[config.mk]
export PLATFORM = sky130hd
export DESIGN_NAME = life_step_engine
export DESIGN_NICKNAME = d
export VERILOG_FILES = /design/src/rtl/life_step_engine.sv
export SDC_FILE = /design/constraint.sdc
export NUM_CORES = 1
export LEC_CHECK = 0
export ABC_CLOCK_PERIOD_IN_PS = 8060
export CORE_ASPECT_RATIO = 0.9
export CORE_MARGIN = 2
export CORE_UTILIZATION = 35
export CTS_CLUSTER_SIZE = 20
export DETAILED_ROUTE_END_ITERATION = 7
export PLACE_DENSITY = 0.62
export SYNTH_ARGS = -nofsm -noshare
export SYNTH_HDL_FRONTEND = slang
export SYNTH_SLANG_ARGS = --single-unit
export TNS_END_PERCENT = 30
[constraint.sdc]
create_clock -name clk -period 8.06 [get_ports clk]
set_clock_uncertainty 0.2 [all_clocks]
set_input_delay 0.806 -clock clk [delete_from_list [all_inputs] [get_ports clk]]
set_output_delay 0.806 -clock clk [all_outputs]
set_load 0.02 [all_outputs]
[src/rtl/life_step_engine.sv]
// life_step_engine: 8x8 Game of Life generation engine.
// The committed board (cur) feeds the display read port. A generation is
// computed one cell per clock into a shadow bank (nxt) and then committed
// in a single cycle, so the display never sees a partial generation.
//
// Request semantics: load_en and step are single-cycle strobes with no
// ready signal. They are accepted only on a rising edge where the engine
// is idle (busy=0). While busy they are dropped and nothing is queued.
// If load_en and step are both accepted on the same edge, the load lands
// in cur first, so the generation sees the loaded value.
module life_step_engine #(
  parameter int WRAP = 1
) (
  input  logic        clk,
  input  logic        reset,
  input  logic        load_en,
  input  logic [5:0]  load_addr,
  input  logic        load_bit,
  input  logic        step,
  input  logic [5:0]  rd_addr,
  output logic        rd_bit,
  output logic        busy,
  output logic        done,
  output logic [15:0] gen_count,
  output logic [1:0]  dbg_state
);

  typedef enum logic [1:0] {
    IDLE    = 2'd0,
    COMPUTE = 2'd1,
    COMMIT  = 2'd2
  } state_t;

  state_t      state;
  state_t      state_nxt;
  logic [63:0] cur;
  logic [63:0] nxt;
  logic [5:0]  idx;
  logic [15:0] gen_q;
  logic        done_q;

  // Neighbourhood evaluation for the cell at idx.
  logic [2:0]  col;
  logic [2:0]  row;
  logic [4:0]  nc;
  logic [4:0]  nr;
  logic        in_board;
  logic [3:0]  sum;
  logic        cell_next;

  assign col = idx[5:3];
  assign row = idx[2:0];

  // State register.
  always_ff @(posedge clk) begin
    if (reset) begin
      state <= IDLE;
    end else begin
      state <= state_nxt;
    end
  end

  // Next-state logic: IDLE -> COMPUTE on step, COMPUTE -> COMMIT after cell 63.
  always_comb begin
    state_nxt = state;
    case (state)
      IDLE:    if (step) state_nxt = COMPUTE;
      COMPUTE: if (idx == 6'd63) state_nxt = COMMIT;
      COMMIT:  state_nxt = IDLE;
      default: state_nxt = IDLE;
    endcase
  end

  // Neighbour count. Coordinates are formed in 5 bits so that col-1 at col 0
  // becomes 31: the low 3 bits give the toroidal coordinate, and any set bit
  // in [4:3] marks an off-board neighbour. The sum is 4 bits so that eight
  // live neighbours cannot alias to zero.
  always_comb begin
    sum      = 4'd0;
    nc       = 5'd0;
    nr       = 5'd0;
    in_board = 1'b0;
    for (int dc = -1; dc <= 1; dc++) begin
      for (int dr = -1; dr <= 1; dr++) begin
        if (dc != 0 || dr != 0) begin
          nc       = {2'b00, col} + 5'(dc);
          nr       = {2'b00, row} + 5'(dr);
          in_board = (nc[4:3] == 2'b00) && (nr[4:3] == 2'b00);
          if (WRAP != 0 || in_board) begin
            sum = sum + {3'b000, cur[{nc[2:0], nr[2:0]}]};
          end
        end
      end
    end
    cell_next = (sum == 4'd3) | (cur[idx] & (sum == 4'd2));
  end

  // Board storage, cell counter, generation counter and done pulse.
  always_ff @(posedge clk) begin
    if (reset) begin
      cur    <= 64'd0;
      nxt    <= 64'd0;
      idx    <= 6'd0;
      gen_q  <= 16'd0;
      done_q <= 1'b0;
    end else begin
      done_q <= 1'b0;
      case (state)
        IDLE: begin
          if (load_en) cur[load_addr] <= load_bit;
          if (step) idx <= 6'd0;
        end
        COMPUTE: begin
          nxt[idx] <= cell_next;
          idx      <= idx + 6'd1;
        end
        COMMIT: begin
          cur    <= nxt;
          gen_q  <= gen_q + 16'd1;
          done_q <= 1'b1;
        end
        default: ;
      endcase
    end
  end

  assign rd_bit    = cur[rd_addr];
  assign busy      = (state != IDLE);
  assign done      = done_q;
  assign gen_count = gen_q;
  assign dbg_state = state;

endmodule

==> results.sh, run 1 <==
export IMPL_synth_edf_count=0
export IMPL_tritoncts="done"
export IMPL_place_ws_ns=1.51
export IMPL_tightestPinTransition_ns=1.12
export IMPL_dp_hpwl_um=21700
export IMPL_initial_core_util=0.357
export IMPL_max_slew_margin=0.251
export IMPL_fill_cells=2706
export IMPL_syn_avg_cell_area_sq_um=8.81
export IMPL_die_area_sq_um=29000
export IMPL_synth_ff_type="dfxtp_1"
export IMPL_drt_initial_drc_count=1426
export IMPL_crit_type="flop to flop"
export IMPL_dp_cells=1403
export IMPL_cts_resized=0
export IMPL_synth_nets=1127
export IMPL_power_density_nw_per_um2=162
export IMPL_rsz0062_at_grt="no"
export IMPL_hold_ws_ns=0.294
export IMPL_r2r_cells=18
export IMPL_wl_per_cell_um=23.3
export IMPL_fmax_mhz=150
export IMPL_io_buffers=37
export IMPL_cp_required_ns=8.15
export IMPL_hold_viol_final=0
export IMPL_cts_sinks=153
export IMPL_core_sq_um=27100
export IMPL_crit_fanout=40
export IMPL_drive_gt1_frac=0.109
export IMPL_num_rows=57
export IMPL_fin_crit_sh=0.829
export IMPL_final_net_count=1097
export IMPL_syn_area_sq_um=9670
export IMPL_viasPerCell=6.32
export IMPL_setup_ws_ns=1.38
export IMPL_hold_path_endpoint="cur[13]"
export IMPL_fin_tns_setup_ns=0
export IMPL_grt_pass1_vias=8504
export IMPL_fp_dieH_um=162
export IMPL_min_path_cells=2
export IMPL_drv_slew=0
export IMPL_synth_cell_type_count=58
export IMPL_outcome="finished clean"
export IMPL_drcViolationCount=0
export IMPL_slowest_stage="o211a_2"
export IMPL_async_reset_ff_frac=0
export IMPL_yosys_warnings=0
export IMPL_cts_max_level=4
export IMPL_num_vias=9056
export IMPL_die_width_um=179
export IMPL_grt_pass1_wl_um=50800
export IMPL_grt_start_max_net_pins=95
export IMPL_finalWirelength_um=33400
export IMPL_postCtsSetupRepairBufs=0
export IMPL_antenna_found_initial=0
export IMPL_drtPass1Iterations=6
export IMPL_hp_class="flop to flop"
export IMPL_pin_count=38
export IMPL_power_leakage_nw=3.65
export IMPL_synth_seq_cells=153
export IMPL_fin_crit_ns=6.68
export IMPL_reg2reg_from="idx[0]"
export IMPL_clk_path_buf_depth=2
export IMPL_grt_overflow_total=0
export IMPL_netlist_instances=1098
export IMPL_diodes=0
export IMPL_seq_area_frac_synth=0.317
export IMPL_timing_rr_end="nxt[13]"
export IMPL_min_from="nxt[13]"
export IMPL_cp_arrival_ns=6.76
export IMPL_path_common_cell="fa_1"
export IMPL_cts_hold_buf=0
export IMPL_gp_congestion=1.03
export IMPL_fin_area_sq_um=10800
export IMPL_fin_cells=1434
export IMPL_grt_usage=0.230
export IMPL_crit_path_start_kind="flop"
export IMPL_dpl_instance_area_sq_um=10200
export IMPL_cts_root_buf="clkbuf_16"
export IMPL_ff2ff_setup_slack_ns=1.38
export IMPL_critical_path_max_stage_delay_ns=0.60
export IMPL_worstSkewPairLatency_ns=0.43
export IMPL_syn2layout_area_growth_pct=11.6
export IMPL_cts_made_buffers=17
export IMPL_ant_nets=0
export IMPL_path_cells="buf_4, ha_1, xor2_4, mux2i_1, mux2_2, mux2i_1, mux4_2, fa_1, inv_1, fa_1, fa_1, inv_1, ha_1, a31oi_1, o211a_2, nor3b_4, buf_4, o41ai_1"
export IMPL_cp_end_kind="flop"
export IMPL_path_clk_slew_ns=0.07
export IMPL_cap_violations=0
export IMPL_setup_viol=0
export IMPL_ir_drop_v=0.000138
==> cell families (layout without fill, tap and decap cells) <==
family | after synthesis | in the layout | synth area share
DFF | 153 | 153 | 0.317
xor gates and xnor gates | 16 | 16 | 0.0184
and+or+nand+nor | 379 | 379 | 0.192
buffers and inverters | 115 | 97 | 0.0501
AOI/OAI and AO/OA | 275 | 275 | 0.196
muxes | 148 | 148 | 0.209
adders and majority gates | 12 | 12 | 0.0186
==> flip-flops by register name (all words and copies together) (netlist names) <==
name / count
cur: 64
nxt: 64
gen_count: 16
idx: 6
dbg_state: 2
done: 1
==> metrics by stage <==
stage | power (mW) | utilization
global route | 1.79 | 0.398
CTS | 1.75 | 0.398
global placement | 0.918 | 0.376
detailed placement | 0.920 | 0.376
floorplan | 0.874 | -
finish | 1.75 | 0.398
==> power breakdown <==
group	leakage [nW]	switching (mW)	internal, mW
clock network	0.294	0.355	0.485
registers	1.23	0.00352	0.758
logic	2.12	0.104	0.0409
total	3.65	0.463	1.28
==> worst max-delay path by stage <==
| stage | depth (start not counted) | endpoint | slack (ns) | from |
|---|---|---|---|---|
| after floorplan | 21 | nxt[32] | 2.10 | idx[0] |
| after global placement | 18 | nxt[19] | 1.63 | idx[0] |
| after detailed placement | 18 | nxt[49] | 1.51 | idx[0] |
| after CTS | 18 | nxt[24] | 1.46 | idx[0] |
| after global routing | 18 | nxt[24] | 1.10 | idx[0] |
| final | 18 | nxt[13] | 1.38 | idx[0] |
==> area by class of cell <==
| cell class | instances | area (sq um) | area share |
|---|---|---|---|
| sequential | 153 | 3070 | 0.284 |
| clock buffer | 20 | 467 | 0.0432 |
| clock inverter | 11 | 134 | 0.0124 |
| inverter | 12 | 45.0 | 0.00417 |
| multi-input combinational | 830 | 6140 | 0.569 |
| tap | 354 | 443 | 0.0410 |
| timing repair buffer | 54 | 503 | 0.0466 |
==> synthesized netlist by cell type, types with 12 or more instances <==
cell,count,area (sq um)
nand2_1,77,289
nor2b_1,74,463
nor2_1,129,484
nand4_1,24,150
a22oi_1,17,128
a211oi_1,30,225
o31ai_1,13,97.6
mux4_2,40,901
a311oi_1,34,298
dfxtp_1,153,3060
buf_2,12,60.1
o21ai_0,87,435
a21oi_1,12,60.1
buf_1,16,60.1
nand3_1,23,115
o21ai_1,16,80.1
clkbuf_1,69,259
o41ai_1,51,447
mux2i_1,93,931
==> cells in the final DEF, fill, tap and decap left out, drive strengths merged, types with 3 or more instances in the layout <==
master	instances
dfxtp	153
nor2	129
o21ai	103
mux2i	93
nand2	77
nor2b	74
o41ai	51
mux4	40
clkdlybuf4s50	35
a311oi	34
a211oi	30
nand4	24
nand3	23
clkbuf	20
buf	19
a22oi	17
inv	16
mux2	15
o31ai	13
xor2	13
a21oi	12
nor3	10
or3	8
ha	8
and2	6
and3	6
or2	4
fa	4
nor3b	4
clkinv	4
xnor2	3
and3b	3
==> layer usage <==
| layer | GRT usage | vias to the layer above | part of all wire |
|---|---|---|---|
| li1 | - | 4038 | - |
| met1 | 0.330 | 4380 | 0.43 |
| met2 | 0.327 | 551 | 0.43 |
| met3 | 0.0529 | 87 | 0.11 |
| met4 | 0.104 | 0 | 0.039 |
| met5 | 0 | - | 0 |
==> critical path: cells and delay by family, from the launching register on <==
family,cells,cell delay (ns)
compound gates,3,0.90
xor+xnor,1,0.49
fa+ha+maj,5,2.26
buf+inv,4,0.92
flops,1,0.35
mux,4,1.07
simple gates,1,0.28
(Power assumes the default switching activity.)
==> run 2: changes to the inputs <==
Settings changed: ABC_CLOCK_PERIOD_IN_PS 8060 to 5900, PLACE_DENSITY 0.62 to 0.64.
Clock period 8.06 ns to 5.9 ns, I/O delays scaled along.
==> run 2 against run 1 <==
Against the previous run: cell area is 3.9% higher; sequential share of layout area decreased by 1.1 points; critical path depth fell by 1; clock power is 40% higher; total power rose by 39%; combinational power increased by 46%; sequential power grew 37%; flip-flop and latch count is the same; first-iteration DRC count decreased by 24%; hold slack improved by 0.0047 ns; register-to-register slack worse by 1.2 ns; largest cell class unchanged.
==> results.sh, run 2 (synthesis gave the netlist of run 1 again) <==
export IMPL_fin_area_sq_um=11200
export IMPL_setup_ws_ns=0.186
export IMPL_grt_pass1_vias=8251
export IMPL_fin_util=0.414
export IMPL_hold_ws_ns=0.299
export IMPL_power_density_nw_per_um2=217
export IMPL_wl_per_cell_um=22.3
export IMPL_cts_max_level=4
export IMPL_worstSkewPairLatency_ns=0.43
export IMPL_finalWirelength_um=32300
export IMPL_die_area_sq_um=29000
export IMPL_final_net_count=1115
export IMPL_cts_root_buf="clkbuf_16"
export IMPL_cts_sinks=153
export IMPL_gp_congestion=0.960
export IMPL_num_rows=57
export IMPL_fp_dieH_um=162
export IMPL_grt_overflow_total=0
export IMPL_clk_path_buf_depth=2
export IMPL_io_buffers=37
export IMPL_drtPass1Iterations=5
export IMPL_syn2layout_area_growth_pct=16.0
export IMPL_grt_usage=0.225
export IMPL_setup_viol=0
export IMPL_crit_path_start_kind="flop"
export IMPL_tightestPinTransition_ns=1.37
export IMPL_path_clk_slew_ns=0.06
export IMPL_dp_hpwl_um=22000
export IMPL_crit_fanout=14
export IMPL_fin_crit_ns=5.71
export IMPL_power_leakage_nw=3.98
export IMPL_cp_arrival_ns=5.82
export IMPL_drive_gt1_frac=0.153
export IMPL_core_sq_um=27100
export IMPL_dpl_instance_area_sq_um=10300
export IMPL_die_width_um=179
export IMPL_outcome="finished clean"
export IMPL_mostFrequentLayoutCell="dfxtp_1"
export IMPL_grt_start_max_net_pins=88
export IMPL_cts_hold_buf=0
export IMPL_crit_type="flop to flop"
export IMPL_initial_core_util=0.357
export IMPL_pin_count=38
export IMPL_drcViolationCount=0
export IMPL_drv_slew=0
export IMPL_hold_viol_final=0
export IMPL_layout_common_cells="dfxtp_1, nor2_1, mux2i_1"
export IMPL_grt_pass1_wl_um=49700
export IMPL_fmax_mhz=175
export IMPL_fin_crit_sh=0.968
export IMPL_ant_nets=0
export IMPL_tritoncts="done"
export IMPL_cts_made_buffers=17
export IMPL_cp_required_ns=6.01
export IMPL_num_vias=8888
export IMPL_ir_drop_v=0.000181
export IMPL_drt_initial_drc_count=1090
export IMPL_max_slew_margin=0.0777
export IMPL_cap_violations=0
export IMPL_antenna_found_initial=0
export IMPL_hp_class="flop to flop"
export IMPL_cp_end_kind="flop"
export IMPL_place_ws_ns=0.0559
export IMPL_fin_tns_setup_ns=0
export IMPL_viasPerCell=6.12
export IMPL_diodes=0
run 2: metal layers:
layer  share of wire  GRT usage  vias to the layer above
met5               0          0                        -
met4           0.026     0.0682                        0
met3            0.11     0.0655                       48
met2            0.42      0.308                      483
met1            0.45      0.336                     4275
li1                -          -                     4082
run 2: final timing paths:
check | startpoint | end | slack, ns | cells after the start
worst max register to register | idx[0] | nxt[31] | 0.19 | 17
worst min register to register | gen_count[1] | gen_count[1] | 0.30 | 2
worst max-delay path | idx[0] | nxt[31] | 0.19 | 17
worst min-delay path | gen_count[1] | gen_count[1] | 0.30 | 2
run 2: final cells by class:
cell class,instances,area (sq um)
clock buffer,20,457
clock inverter,11,169
fill,2675,15900
inverter,12,46.3
multi-input combinational,830,6370
sequential,153,3070
tap,354,443
timing repair buffer,72,666
run 2: timing repair:
item / CTS / global route
gates resized for setup: 2 / 39
pin swaps: 0 / 3
setup endpoints to repair: 1 / 64
endpoints found under the hold margin: 0 / 0
setup buffers: 0 / 1
run 2: per-stage QoR:
stage | total power [mW] | cells
after floorplan | 1.19 | 1098
after global placement | 1.26 | 1420
after detailed placement | 1.26 | 1420
after CTS | 2.43 | 1451
after global routing | 2.49 | 1452
final | 2.43 | 1452
run 2: critical path, cell delays in order (launching register included):
cell and delay [ns]:
dfxtp_2 0.34, buf_4 0.26, mux2_2 0.40, mux4_2 0.49, nor2_1 0.10, a21oi_1 0.05, mux4_2 0.49, fa_1 0.54
inv_1 0.05, fa_1 0.51, fa_1 0.56, inv_1 0.04, ha_1 0.23, fa_1 0.48, nor2b_2 0.15, buf_6 0.20
nand2_2 0.17, o41ai_1 0.33
run 2: power by group:
part           switching (mW)  internal [mW]
Sequential            0.00464           1.04
Clock                   0.448          0.730
Combinational           0.146         0.0653
Total                   0.599           1.83
